[config.mk]
export PLATFORM = sky130hd
export DESIGN_NAME = matrix_scan_ctrl
export DESIGN_NICKNAME = d
export VERILOG_FILES = /design/src/rtl/matrix_scan_ctrl.sv
export SDC_FILE = /design/constraint.sdc
export NUM_CORES = 1
export LEC_CHECK = 0
export ABC_AREA = 1
export BUFFER_PORTS_ARGS = -buffer_cell sky130_fd_sc_hd__buf_2
export CAP_MARGIN = 20
export CORE_ASPECT_RATIO = 1.5
export CORE_UTILIZATION = 53
export CTS_CLUSTER_DIAMETER = 150
export DETAILED_ROUTE_END_ITERATION = 8
export PLACE_DENSITY = 0.77
export REMOVE_ABC_BUFFERS = 1
export SETUP_SLACK_MARGIN = 0.02
export SYNTH_ARGS = -nofsm -noshare
export SYNTH_HDL_FRONTEND = slang
export SYNTH_SLANG_ARGS = --single-unit
[constraint.sdc]
create_clock -name clk -period 2 [get_ports clk]
set_input_delay 0.2 -clock clk [delete_from_list [all_inputs] [get_ports clk]]
set_output_delay 0.2 -clock clk [all_outputs]
set_load 0.01 [all_outputs]
[src/rtl/matrix_scan_ctrl.sv]
// +-----------------------------------------------------------------------------+
// | matrix_scan_ctrl                                                            |
// | Column-multiplexed LED matrix scanner: paged shadow frame, dwell, blanking, |
// | blink. Revision: 1.0                                                        |
// +-----------------------------------------------------------------------------+
`default_nettype none

module matrix_scan_ctrl #(
    parameter int COLS         = 5,
    parameter int ROWS         = 7,
    parameter int PAGES        = 2,
    parameter int DWELL        = 1,
    parameter int BLANK        = 0,
    parameter int BLINK_FRAMES = 64
) (
    input  logic                          clk,
    input  logic                          rst_n,
    input  logic                          enable,
    input  logic [$clog2(PAGES)-1:0]      page_sel,
    input  logic [PAGES*COLS*ROWS-1:0]    frame_data,
    input  logic                          blink_en,
    output logic [COLS-1:0]               columns,
    output logic [ROWS-1:0]               lines,
    output logic [$clog2(COLS)-1:0]       col_idx,
    output logic                          frame_start
);

    localparam int PSW  = $clog2(PAGES);
    localparam int CW   = $clog2(COLS);
    localparam int CR   = COLS * ROWS;
    localparam int MAXC = (BLANK > DWELL) ? BLANK : DWELL;
    localparam int CNTW = (MAXC > 1) ? $clog2(MAXC) : 1;
    localparam int BW   = (BLINK_FRAMES > 1) ? $clog2(BLINK_FRAMES) : 1;

    localparam logic [CNTW-1:0] BLANK_LAST = CNTW'((BLANK > 0) ? BLANK - 1 : 0);
    localparam logic [CNTW-1:0] DWELL_LAST = CNTW'(DWELL - 1);
    localparam logic [CW-1:0]   COL_LAST   = CW'(COLS - 1);
    localparam logic [BW-1:0]   BLINK_LAST = BW'(BLINK_FRAMES - 1);
    localparam logic [PSW:0]    PAGES_C    = (PSW + 1)'(PAGES);

    typedef enum logic [1:0] {
        S_IDLE  = 2'd0,
        S_BLANK = 2'd1,
        S_DRIVE = 2'd2
    } state_t;

    state_t            state;
    logic [CW-1:0]     col;
    logic [CNTW-1:0]   cnt;
    logic [CR-1:0]     shadow;
    logic              shadow_ok;
    logic [BW-1:0]     bcnt;
    logic              phase;

    state_t            nstate;
    logic [CW-1:0]     ncol;
    logic [CNTW-1:0]   ncnt;
    logic [CR-1:0]     nshadow;
    logic              nok;
    logic [BW-1:0]     nbcnt;
    logic              nphase;
    logic [COLS-1:0]   ncolumns;
    logic [ROWS-1:0]   nlines;
    logic [ROWS-1:0]   col_data;
    logic [CR-1:0]     page_data;
    logic              page_ok;
    logic              last_blank;
    logic              last_drive;
    logic              wrap;
    logic              latch;

    always_comb begin
        last_blank = (state == S_BLANK) && (cnt == BLANK_LAST);
        last_drive = (state == S_DRIVE) && (cnt == DWELL_LAST);
        wrap       = last_drive && (col == COL_LAST);
        latch      = enable && ((state == S_IDLE) || wrap);

        // Out-of-range page selects match no page and blank the whole frame.
        page_data = '0;
        for (int p = 0; p < PAGES; p++) begin
            if (page_sel == PSW'(p)) begin
                page_data = frame_data[p*CR +: CR];
            end
        end
        page_ok = ({1'b0, page_sel} < PAGES_C);

        if (!enable) begin
            nstate = S_IDLE;
            ncol   = '0;
            ncnt   = '0;
        end else if (latch || last_drive) begin
            nstate = (BLANK > 0) ? S_BLANK : S_DRIVE;
            ncol   = latch ? '0 : col + CW'(1);
            ncnt   = '0;
        end else if (last_blank) begin
            nstate = S_DRIVE;
            ncol   = col;
            ncnt   = '0;
        end else begin
            nstate = state;
            ncol   = col;
            ncnt   = cnt + CNTW'(1);
        end

        if (!enable || !blink_en) begin
            nbcnt  = '0;
            nphase = 1'b0;
        end else if (wrap) begin
            nbcnt  = (bcnt == BLINK_LAST) ? '0 : bcnt + BW'(1);
            nphase = (bcnt == BLINK_LAST) ? ~phase : phase;
        end else begin
            nbcnt  = bcnt;
            nphase = phase;
        end

        // Column 0 is driven straight from the page being latched on this edge.
        nshadow = latch ? page_data : shadow;
        nok     = latch ? page_ok : shadow_ok;

        col_data = '0;
        ncolumns = '0;
        for (int c = 0; c < COLS; c++) begin
            if (ncol == CW'(c)) begin
                col_data    = nshadow[c*ROWS +: ROWS];
                ncolumns[c] = (nstate == S_DRIVE);
            end
        end
        nlines = (nstate == S_DRIVE && nok && !nphase) ? col_data : '0;
    end

    always_ff @(posedge clk or negedge rst_n) begin
        if (!rst_n) begin
            state       <= S_IDLE;
            col         <= '0;
            cnt         <= '0;
            shadow      <= '0;
            shadow_ok   <= 1'b0;
            bcnt        <= '0;
            phase       <= 1'b0;
            columns     <= '0;
            lines       <= '0;
            col_idx     <= '0;
            frame_start <= 1'b0;
        end else begin
            state       <= nstate;
            col         <= ncol;
            cnt         <= ncnt;
            shadow      <= nshadow;
            shadow_ok   <= nok;
            bcnt        <= nbcnt;
            phase       <= nphase;
            columns     <= ncolumns;
            lines       <= nlines;
            col_idx     <= ncol;
            frame_start <= latch;
        end
    end

endmodule

`default_nettype wire

== Word-level counts from Yosys, hierarchy flattened ==
Cells that the tools add are included.

* Logic and storage cells: 68
* Register bits after elaboration: 62
* Output and inout bits: 16
* Input port bits: 75

* Bitwise logic cells: 2
* Add/sub/neg operators: 3
* Eq/ne operators: 9
* Muxes and demuxes: 29
* Reduce and logical (&&, ||, !) cells: 15

{| class="wikitable"
|+ Operators by type and width
! kind !! count
|-
| 35-bit 2-to-1 mux || 2
|-
| 7-bit 2-to-1 mux || 6
|-
| 6-bit 2-to-1 mux || 3
|-
| 1-bit 2-to-1 mux || 12
|-
| 3-bit 2-to-1 mux || 3
|-
| 6-bit by 1-bit adder with 6-bit output, second input constant || 1
|-
| 3-bit by 2-bit == test with 1-bit output, second input constant || 2
|-
| 3-bit == test, second input constant || 2
|-
| 6-bit == test, second input constant || 1
|-
| 1-bit logical AND || 6
|-
| 2-bit 2-to-1 mux || 3
|-
| 2-bit == test, second input constant || 2
|-
| 3-bit by 1-bit adder with 3-bit output, second input constant || 1
|-
| 3-bit by 1-bit == test with 1-bit output, second input constant || 1
|-
| 1-bit logical NOT || 3
|-
| 3-bit logical NOT || 1
|-
| 1-bit logical OR || 3
|-
| 2-bit by 1-bit == test with 1-bit output, second input constant || 1
|-
| 2-bit logical NOT || 1
|-
| 1-bit inverter || 2
|-
| 2-bit nonzero test || 1
|-
| 1-bit adder, second input constant || 1
|}

== Logic depth before layout (Yosys ltp) ==
Gate-level depths: netlist (run 1).

* Depth after elaboration: 15
* Gate-level depth with buffers: 15

== Least setup slack after synthesis (run 1) ==
No wires, ideal clock.

* Kind: register to register
* Start: register col[0]
* End: register lines[6]
* Arrival: 1653 ps
* Slack: 229 ps
* Setup time: 119 ps
* Cell stages (with the launch flop): 15
* Cell sequence: dfrtp_1 inv_1 ha_1 nand2_1 inv_1 nand3_4 nand2_8 nor2_8 o21ai_2 inv_2 nor2_8 inv_4 o21ai_1 nor2_1 nor2_1

* Longest elaborated chain between the ends: 14
* Elaborated cells on any way between the ends: 30
* Those cells by class: add/sub (1); eq/ne (6); mux (15); reduce/logical (8)

{| class="wikitable"
|+ Ends and longest elaborated chain
! element !! RTL line !! source
|-
| from (decl) || 48 || <nowiki>logic [CW-1:0] col;</nowiki>
|-
| from (signal assigned) || 146 || <nowiki>col <= ncol;</nowiki>
|-
| parallel branches: the longest is 13 deep, another holds 3-bit by 1-bit adder with 3-bit output || - ||
|-
| 7-bit 2-to-1 mux (*) || 128 || <nowiki>nlines = (nstate == S_DRIVE && nok && !nphase) ? col_data : '0;</nowiki>
|-
| net nlines[6] || 63 || <nowiki>logic [ROWS-1:0] nlines;</nowiki>
|-
| to (signal assigned) || 153 || <nowiki>lines <= nlines;</nowiki>
|-
| to (decl) || 23 || <nowiki>output logic [ROWS-1:0] lines,</nowiki>
|}

Mark *: on every way through the listed nets, which the timed path passes.
A chain may end at the register's enable or synchronous reset.

== Worst setup path in the final report (run 1) ==
* Start: register col[0]
* End: register lines[0]

* Elaborated cells on any way between the ends: 30
* Those cells by class: add/sub (1); eq/ne (6); mux (15); reduce/logical (8)

{| class="wikitable"
|+ RTL lines
! element !! RTL line !! source
|-
| 3-bit == test || 75 || <nowiki>wrap = last_drive && (col == COL_LAST);</nowiki>
|-
| 1-bit logical AND || 75 ||
|-
| 1-bit 2-to-1 mux || 108 || <nowiki>end else if (wrap) begin</nowiki>
|-
| 1-bit 2-to-1 mux || 105 || <nowiki>if (!enable || !blink_en) begin</nowiki>
|-
| net nphase || 61 || <nowiki>logic nphase;</nowiki>
|-
| 1-bit logical NOT || 128 ||
|-
| 1-bit logical AND || 128 ||
|-
| 7-bit 2-to-1 mux || 128 ||
|-
| net nlines[0] || 63 ||
|}

The timed path passes the listed nets, and every way through them passes these cells.

==> results of run 1 <==
==> worst min-delay path, stage by stage <==
cell,delay [ps]
buf_2,70
nand2_1,40
nand2_1,50
o21ai_1,80
inv_1,50
==> sequential cells by signal, indices dropped and copies added, names as in the netlist <==
signal       flops
frame_start      1
columns          5
shadow_ok        1
phase            1
col              3
cnt              1
lines            7
state            2
bcnt             6
shadow          35
==> final cells by class <==
cell class	count	area, um^2	area share (%)
well taps	74	92.6	2.17
flip-flops and latches	62	1550	36.4
clock buffers	10	128	2.99
inverters	36	165	3.88
clock inverters	6	38.8	0.910
repair buffers	109	628	14.7
multi-input cells	292	1660	38.9
==> cell usage in the layout (no fill, tap or decap), drive strengths merged <==
| master | Yosys | routed |
|---|---|---|
| clkinv | 1 | 5 |
| inv | 35 | 35 |
| clkbuf | 3 | 10 |
| nand4 | 3 | 3 |
| xnor2 | 1 | 1 |
| nor3 | 1 | 1 |
| a21oi | 10 | 10 |
| nand3 | 37 | 37 |
| buf | 11 | 108 |
| clkinvlp | 0 | 2 |
| mux2i | 15 | 15 |
| or2 | 9 | 9 |
| a31oi | 2 | 2 |
| dfrtp | 62 | 62 |
| nand2 | 147 | 148 |
| o21ai | 35 | 35 |
| xor2 | 1 | 1 |
| dlygate4sd3 | 0 | 1 |
| nor2 | 26 | 26 |
| nor4 | 1 | 1 |
| ha | 3 | 3 |
==> power groups by stage <==
stage	Sequential [mW]	Clock, mW	Combinational [mW]
floorplan	1.43	0	0.270
global placement	1.43	0	0.480
detailed placement	1.43	0	0.495
CTS	1.41	0.952	0.503
global route	1.42	1.02	0.609
finish	1.41	0.944	0.541
==> worst paths after layout <==
check | from | to | slack, ps | cells past startpoint
worst max register to register | col[0]$_DFF_PN0_ | lines[0]$_DFF_PN0_ | 70 | 13
min in group asynchronous | rst_n | lines[4]$_DFF_PN0_ | 430 | 2
worst max-delay path | col[0]$_DFF_PN0_ | lines[0]$_DFF_PN0_ | 70 | 13
worst min-delay path | frame_data[21] | shadow[21]$_DFF_PN0_ | 180 | 5
max in group asynchronous | rst_n | lines[0]$_DFF_PN0_ | 960 | 3
worst min register to register | shadow[9]$_DFF_PN0_ | shadow[9]$_DFF_PN0_ | 470 | 2
==> routing by layer <==
layer	GRT usage, %	part of all wire (%)	vias up
li1	-	-	1509
met1	29.2	39	1424
met2	47.0	55	78
met3	5.39	3.9	11
met4	12.9	1.9	0
met5	0	0	-
==> stage by stage <==
stage / worst slack [ps] / TNS (ps) / power (mW) / hold slack, ps / util (%)
global placement: 80.7 / 0 / 1.91 / 255 / 63.0
floorplan: 39.2 / 0 / 1.70 / -95.6 / -
finish: 74.9 / 0 / 2.89 / 177 / 69.5
CTS: 26.1 / 0 / 2.86 / 161 / 66.2
detailed placement: -41.4 / -41.4 / 1.92 / 266 / 63.0
global route: -42.9 / -153 / 3.04 / 178 / 69.5
==> repair_timing <==
action | in CTS | in global routing
setup buffers | 1 | 8
endpoints found under the setup margin | 4 | 7
endpoints found under the hold margin | 27 | 0
pin swaps | 2 | 14
cloned | 0 | 1
gates resized for setup | 4 | 33
hold buffers | 1 | 0
==> kinds of logic (layout without fill, tap and decap cells) <==
family / after synthesis / in the layout
AND/OR/NAND/NOR: 224 / 225
AO/OA/AOI/OAI: 47 / 47
XOR/XNOR: 2 / 2
adder cells (fa/ha/maj): 3 / 3
flip-flops: 62 / 62
buffers and inverters: 50 / 161
multiplexers: 15 / 15
==> impl_metrics.env, run 1 <==
export IMPL_drv_cap=0
export IMPL_start_util_pct=54.6
export IMPL_finalCriticalPeriod_ps=1930
export IMPL_path_clk_slew_ps=80
export IMPL_max_freq_mhz=519
export IMPL_synthArstFlopShare_pct=100
export IMPL_grt_ovfl_total=0
export IMPL_gr_usage_all_layers_pct=26.5
export IMPL_dp_hpwl_um=6050
export IMPL_hold_path_class="input port to register"
export IMPL_cts_buffer_depth=2
export IMPL_drc=0
export IMPL_synth_common_cells="nand2_1 (141), dfrtp_1 (62), nand3_1 (32), inv_1 (30), nor2_1 (19)"
export IMPL_fp_row_count=35
export IMPL_path_buf_inv=4
export IMPL_place_congestion=0.864
export IMPL_critPathSlowestCell="dfrtp_1"
export IMPL_wl_per_cell_um=14.0
export IMPL_critical_path_cell_chain="inv_2 > ha_4 > nand2_2 > inv_2 > nand3_4 > buf_4 > inv_1 > nand2_1 > xor2_1 > nor2_1 > nor2_4 > o21ai_1 > nor2_1"
export IMPL_grt_pass1_wl_um=12900
export IMPL_muxShareOfSynthArea_pct=4.49
export IMPL_drt_iter0_markers=141
export IMPL_intPower_mw=2.03
export IMPL_synth_edf_count=0
export IMPL_tightest_slew_ps=673
export IMPL_dieArea_mm2=0.00664
export IMPL_yosys_area_top_type_share_pct=46.4
export IMPL_ir_worst_vdd_uv=453
export IMPL_synth_compound_area_share_pct=7.89
export IMPL_drive_above_1_share_pct=34.4
export IMPL_drt_antenna_violating_nets=0
export IMPL_htreeDepth=3
export IMPL_critPathKind="register to register"
export IMPL_ys_ff_latch=62
export IMPL_hold_viol=0
export IMPL_p_clk_share_pct=32.7
export IMPL_yosysMostFrequentCell="nand2_1"
export IMPL_max_stage_delay_ps=410
export IMPL_antenna_found_initial=0
export IMPL_drt_first_pass_iters=4
export IMPL_grt_max_degree=36
export IMPL_die_h_um=99.3
export IMPL_finalCritPeriodShare_pct=96.3
export IMPL_die_x_um=66.9
export IMPL_design_area_mm2=0.00426
export IMPL_ios=91
export IMPL_grt_pass1_vias=2918
export IMPL_finalSetupViolCount=0
export IMPL_synthToLayoutAreaGrowth_pct=27.4
export IMPL_cts_tree="built"
export IMPL_p_leak_nw=2.31
export IMPL_comb_power_share_pct=18.7
export IMPL_synth_cell_types=36
export IMPL_swShare_pct=29.6
export IMPL_power_density_mw_per_mm2=679
export IMPL_synthSimpleGateAreaFrac_pct=32.0
export IMPL_clk_latency_ps=350
export IMPL_n_antenna_cell=0
export IMPL_vias_per_cell=5.13
export IMPL_nFillCells=501
export IMPL_rsz0062_at_grt="true"
export IMPL_synthAdderAreaFrac_pct=1.12
export IMPL_synth_top_family_by_area="simple AND/OR/NAND/NOR gates"
export IMPL_seqPwrFrac_pct=48.7
export IMPL_critPathRequiredTime_ps=2230
export IMPL_outcome="complete, no violations"
export IMPL_cp_arrival_ps=2150
export IMPL_cts_sinks=62
export IMPL_synth_area_mm2=0.00335
export IMPL_yosys_most_used_dff="dfrtp_1"
export IMPL_io_buffers=90
export IMPL_syn_area_per_cell_um2=8.30
export IMPL_slew_headroom_pct=55.1
export IMPL_core_area_mm2=0.00613
export IMPL_synthCells=403
export IMPL_root_buffer="clkbuf_8"
export IMPL_wl_um=8260
export IMPL_synth_xor_area_share_pct=0.524
export IMPL_p_sw_mw=0.857
export IMPL_dpl_cell_area_mm2=0.00386
export IMPL_skew_ps=11.1
export IMPL_synth_area_leaders="dfrtp_1 (46%), nand2_1 (16%), nand3_1 (4.8%)"
export IMPL_place_inst=562
export IMPL_drv_slew=0
export IMPL_final_cell_count_no_fill=589
export IMPL_critPathTopFamily="simple AND/OR/NAND/NOR gates"
export IMPL_vias=3022
export IMPL_nets=588
export IMPL_synth_top_area_cell="dfrtp_1"
export IMPL_cp_max_fo=7
export IMPL_critPathLaunchType="register"
export IMPL_cts_made_buffers=9
export IMPL_end_kind="register"
export IMPL_seq_area_frac_synth_pct=46.4
export IMPL_synth_warnings=0
No activity file was read; power rests on OpenSTA's default activity.
==> run 2, diff against run 1 <==
--- a/config.mk
+++ b/config.mk
@@ -8,11 +8,13 @@
 export ABC_AREA = 1
 export BUFFER_PORTS_ARGS = -buffer_cell sky130_fd_sc_hd__buf_2
 export CAP_MARGIN = 20
+export CELL_PAD_IN_SITES_DETAIL_PLACEMENT = 0
+export CELL_PAD_IN_SITES_GLOBAL_PLACEMENT = 2
 export CORE_ASPECT_RATIO = 1.5
-export CORE_UTILIZATION = 53
+export CORE_UTILIZATION = 30
 export CTS_CLUSTER_DIAMETER = 150
 export DETAILED_ROUTE_END_ITERATION = 8
-export PLACE_DENSITY = 0.77
+export PLACE_DENSITY = 0.75
 export REMOVE_ABC_BUFFERS = 1
 export SETUP_SLACK_MARGIN = 0.02
 export SYNTH_ARGS = -nofsm -noshare
==> run 2 against run 1 <==
Critical path depth shrank 2; die area up 74%; clock-buffer cell count is 1 higher; sequential share of layout area down 2.0 points; maximum frequency grew 0.56%; non-clock buffer count stayed put; critical endpoint is now lines[6]$_DFF_PN0_; largest cell class unchanged; highest routed layer unchanged.
==> impl_metrics.env, run 2 (same netlist as run 1, synthesis figures left out) <==
export IMPL_outcome="complete, no violations"
export IMPL_cts_buffer_depth=2
export IMPL_root_buffer="clkbuf_16"
export IMPL_drt_first_pass_iters=4
export IMPL_regMostFlops="shadow"
export IMPL_n_antenna_cell=0
export IMPL_p_leak_nw=2.38
export IMPL_p_sw_mw=0.898
export IMPL_hold_viol=0
export IMPL_skew_ps=4.79
export IMPL_io_buffers=90
export IMPL_cts_sinks=62
export IMPL_tightest_slew_ps=461
export IMPL_end_kind="register"
export IMPL_cts_made_buffers=9
export IMPL_grt_pass1_wl_um=14800
export IMPL_hold_depth=3
export IMPL_path_clk_slew_ps=50
export IMPL_max_freq_mhz=522
export IMPL_ir_worst_vdd_uv=524
export IMPL_wl_um=9050
export IMPL_grt_ovfl_total=0
export IMPL_fin_hold_ws_ps=163
export IMPL_die_h_um=131
export IMPL_intPower_mw=2.68
export IMPL_gr_usage_all_layers_pct=17.0
export IMPL_power_density_mw_per_mm2=793
export IMPL_drive_above_1_share_pct=35.9
export IMPL_slew_headroom_pct=69.1
export IMPL_grt_max_degree=63
export IMPL_holdCritStartpoint="frame_data[69]"
export IMPL_dieArea_mm2=0.0116
export IMPL_finalCriticalPeriod_ps=1910
export IMPL_largest_reg_flops=35
export IMPL_fin_util_pct=42.1
export IMPL_critPathRequiredTime_ps=2260
export IMPL_power_mw=3.57
export IMPL_p_clk_share_pct=45.4
export IMPL_design_area_mm2=0.00451
export IMPL_clk_latency_ps=330
export IMPL_fp_row_count=46
export IMPL_drt_antenna_violating_nets=0
export IMPL_critPathKind="register to register"
export IMPL_core_area_mm2=0.0107
export IMPL_r2r_slack_ps=90
export IMPL_die_x_um=88.2
export IMPL_drv_slew=0
export IMPL_finalCritPeriodShare_pct=95.7
export IMPL_cp_max_fo=32
export IMPL_dp_hpwl_um=6780
export IMPL_reg_top3="shadow x35, lines x7, bcnt x6"
export IMPL_htreeDepth=3
export IMPL_drt_iter0_markers=88
export IMPL_synthToLayoutAreaGrowth_pct=34.7
export IMPL_vias=2946
export IMPL_drc=0
export IMPL_comb_power_share_pct=15.3
export IMPL_drv_cap=0
export IMPL_nFillCells=1137
export IMPL_place_congestion=0.808
export IMPL_final_cell_mix="nand2_1 (135), buf_2 (90), dfrtp_1 (61)"
export IMPL_critPathLaunchType="register"
export IMPL_finalSetupViolCount=0
export IMPL_reg2reg_from="state[0]$_DFF_PN0_"
export IMPL_cp_arrival_ps=2170
export IMPL_rsz0062_at_grt="true"
export IMPL_nets=587
export IMPL_reg2reg_depth=11
export IMPL_final_common_cell="nand2_1"
export IMPL_start_util_pct=31.3
export IMPL_antenna_found_initial=0
export IMPL_swShare_pct=25.1
export IMPL_vias_per_cell=4.48
export IMPL_hold_end="shadow[34]$_DFF_PN0_"
export IMPL_cts_tree="built"
export IMPL_r2r_end="lines[6]$_DFF_PN0_"
export IMPL_dpl_cell_area_mm2=0.00397
export IMPL_seqPwrFrac_pct=39.3
export IMPL_ios=91
export IMPL_wl_per_cell_um=13.8
export IMPL_hold_path_class="input port to register"
export IMPL_grt_pass1_vias=3039
## run 2: how the worst max path moves through the flow
stage                  startpoint                  to  cells after the start
2_1_floorplan    col[0]$_DFF_PN0_  lines[1]$_DFF_PN0_                     13
3_3_place_gp     col[0]$_DFF_PN0_  lines[0]$_DFF_PN0_                     12
4_1_cts          col[0]$_DFF_PN0_  lines[0]$_DFF_PN0_                     14
6_report       state[0]$_DFF_PN0_  lines[6]$_DFF_PN0_                     11
3_5_place_dp     col[0]$_DFF_PN0_  lines[0]$_DFF_PN0_                     12
5_1_grt          col[0]$_DFF_PN0_  lines[6]$_DFF_PN0_                     13
## run 2: timing repair
item / in CTS / in global routing
pin swaps: 0 / 15
hold endpoints to repair: 62 / 0
setup endpoints to repair: 3 / 7
resized for setup: 5 / 40
buffers inserted: 0 / 8
hold buffers: 1 / 0
## run 2: layer usage
layer	global-route usage, %	vias to the layer above	routed length (um)
met2	30.8	53	5090
met1	19.3	1370	3540
met5	0	-	0
li1	-	1510	-
met4	7.44	0	180
met3	2.20	13	245
## run 2: final cells by class
type	count	area (um^2)	area share (%)
multi-input cells	291	1680	37.2
flip-flops and latches	62	1550	34.4
repair buffers	109	636	14.1
clock buffers	11	233	5.16
well taps	144	180	4.00
inverters	36	155	3.44
clock inverters	4	72.6	1.61
## run 2: per-stage QoR
stage	std cells	worst slack (ps)	TNS, ps
final	657	85.7	0
after detailed placement	633	-63.4	-83.3
after CTS	649	33.1	0
after floorplan	389	39.2	0
after global routing	657	-28.3	-86.7
after global placement	633	-45.3	-45.3
## run 2: power groups by stage
stage / Sequential [mW] / Combinational [mW] / Clock [mW]
after floorplan: 1.43 / 0.270 / 0
after global placement: 1.43 / 0.506 / 0
after detailed placement: 1.43 / 0.516 / 0
after CTS: 1.41 / 0.522 / 1.65
after global routing: 1.42 / 0.623 / 1.71
final: 1.41 / 0.548 / 1.62
## run 2: critical path: stages, from the launching register on
cell and delay (ps):
dfrtp_2 450, nor2_4 170, buf_4 150, nand3_4 90, nand2_8 140, nand2_8 70
buf_8 180, o21ai_0 220, nand3_1 120, nand3_2 100, nor2_2 50, nor2_1 110
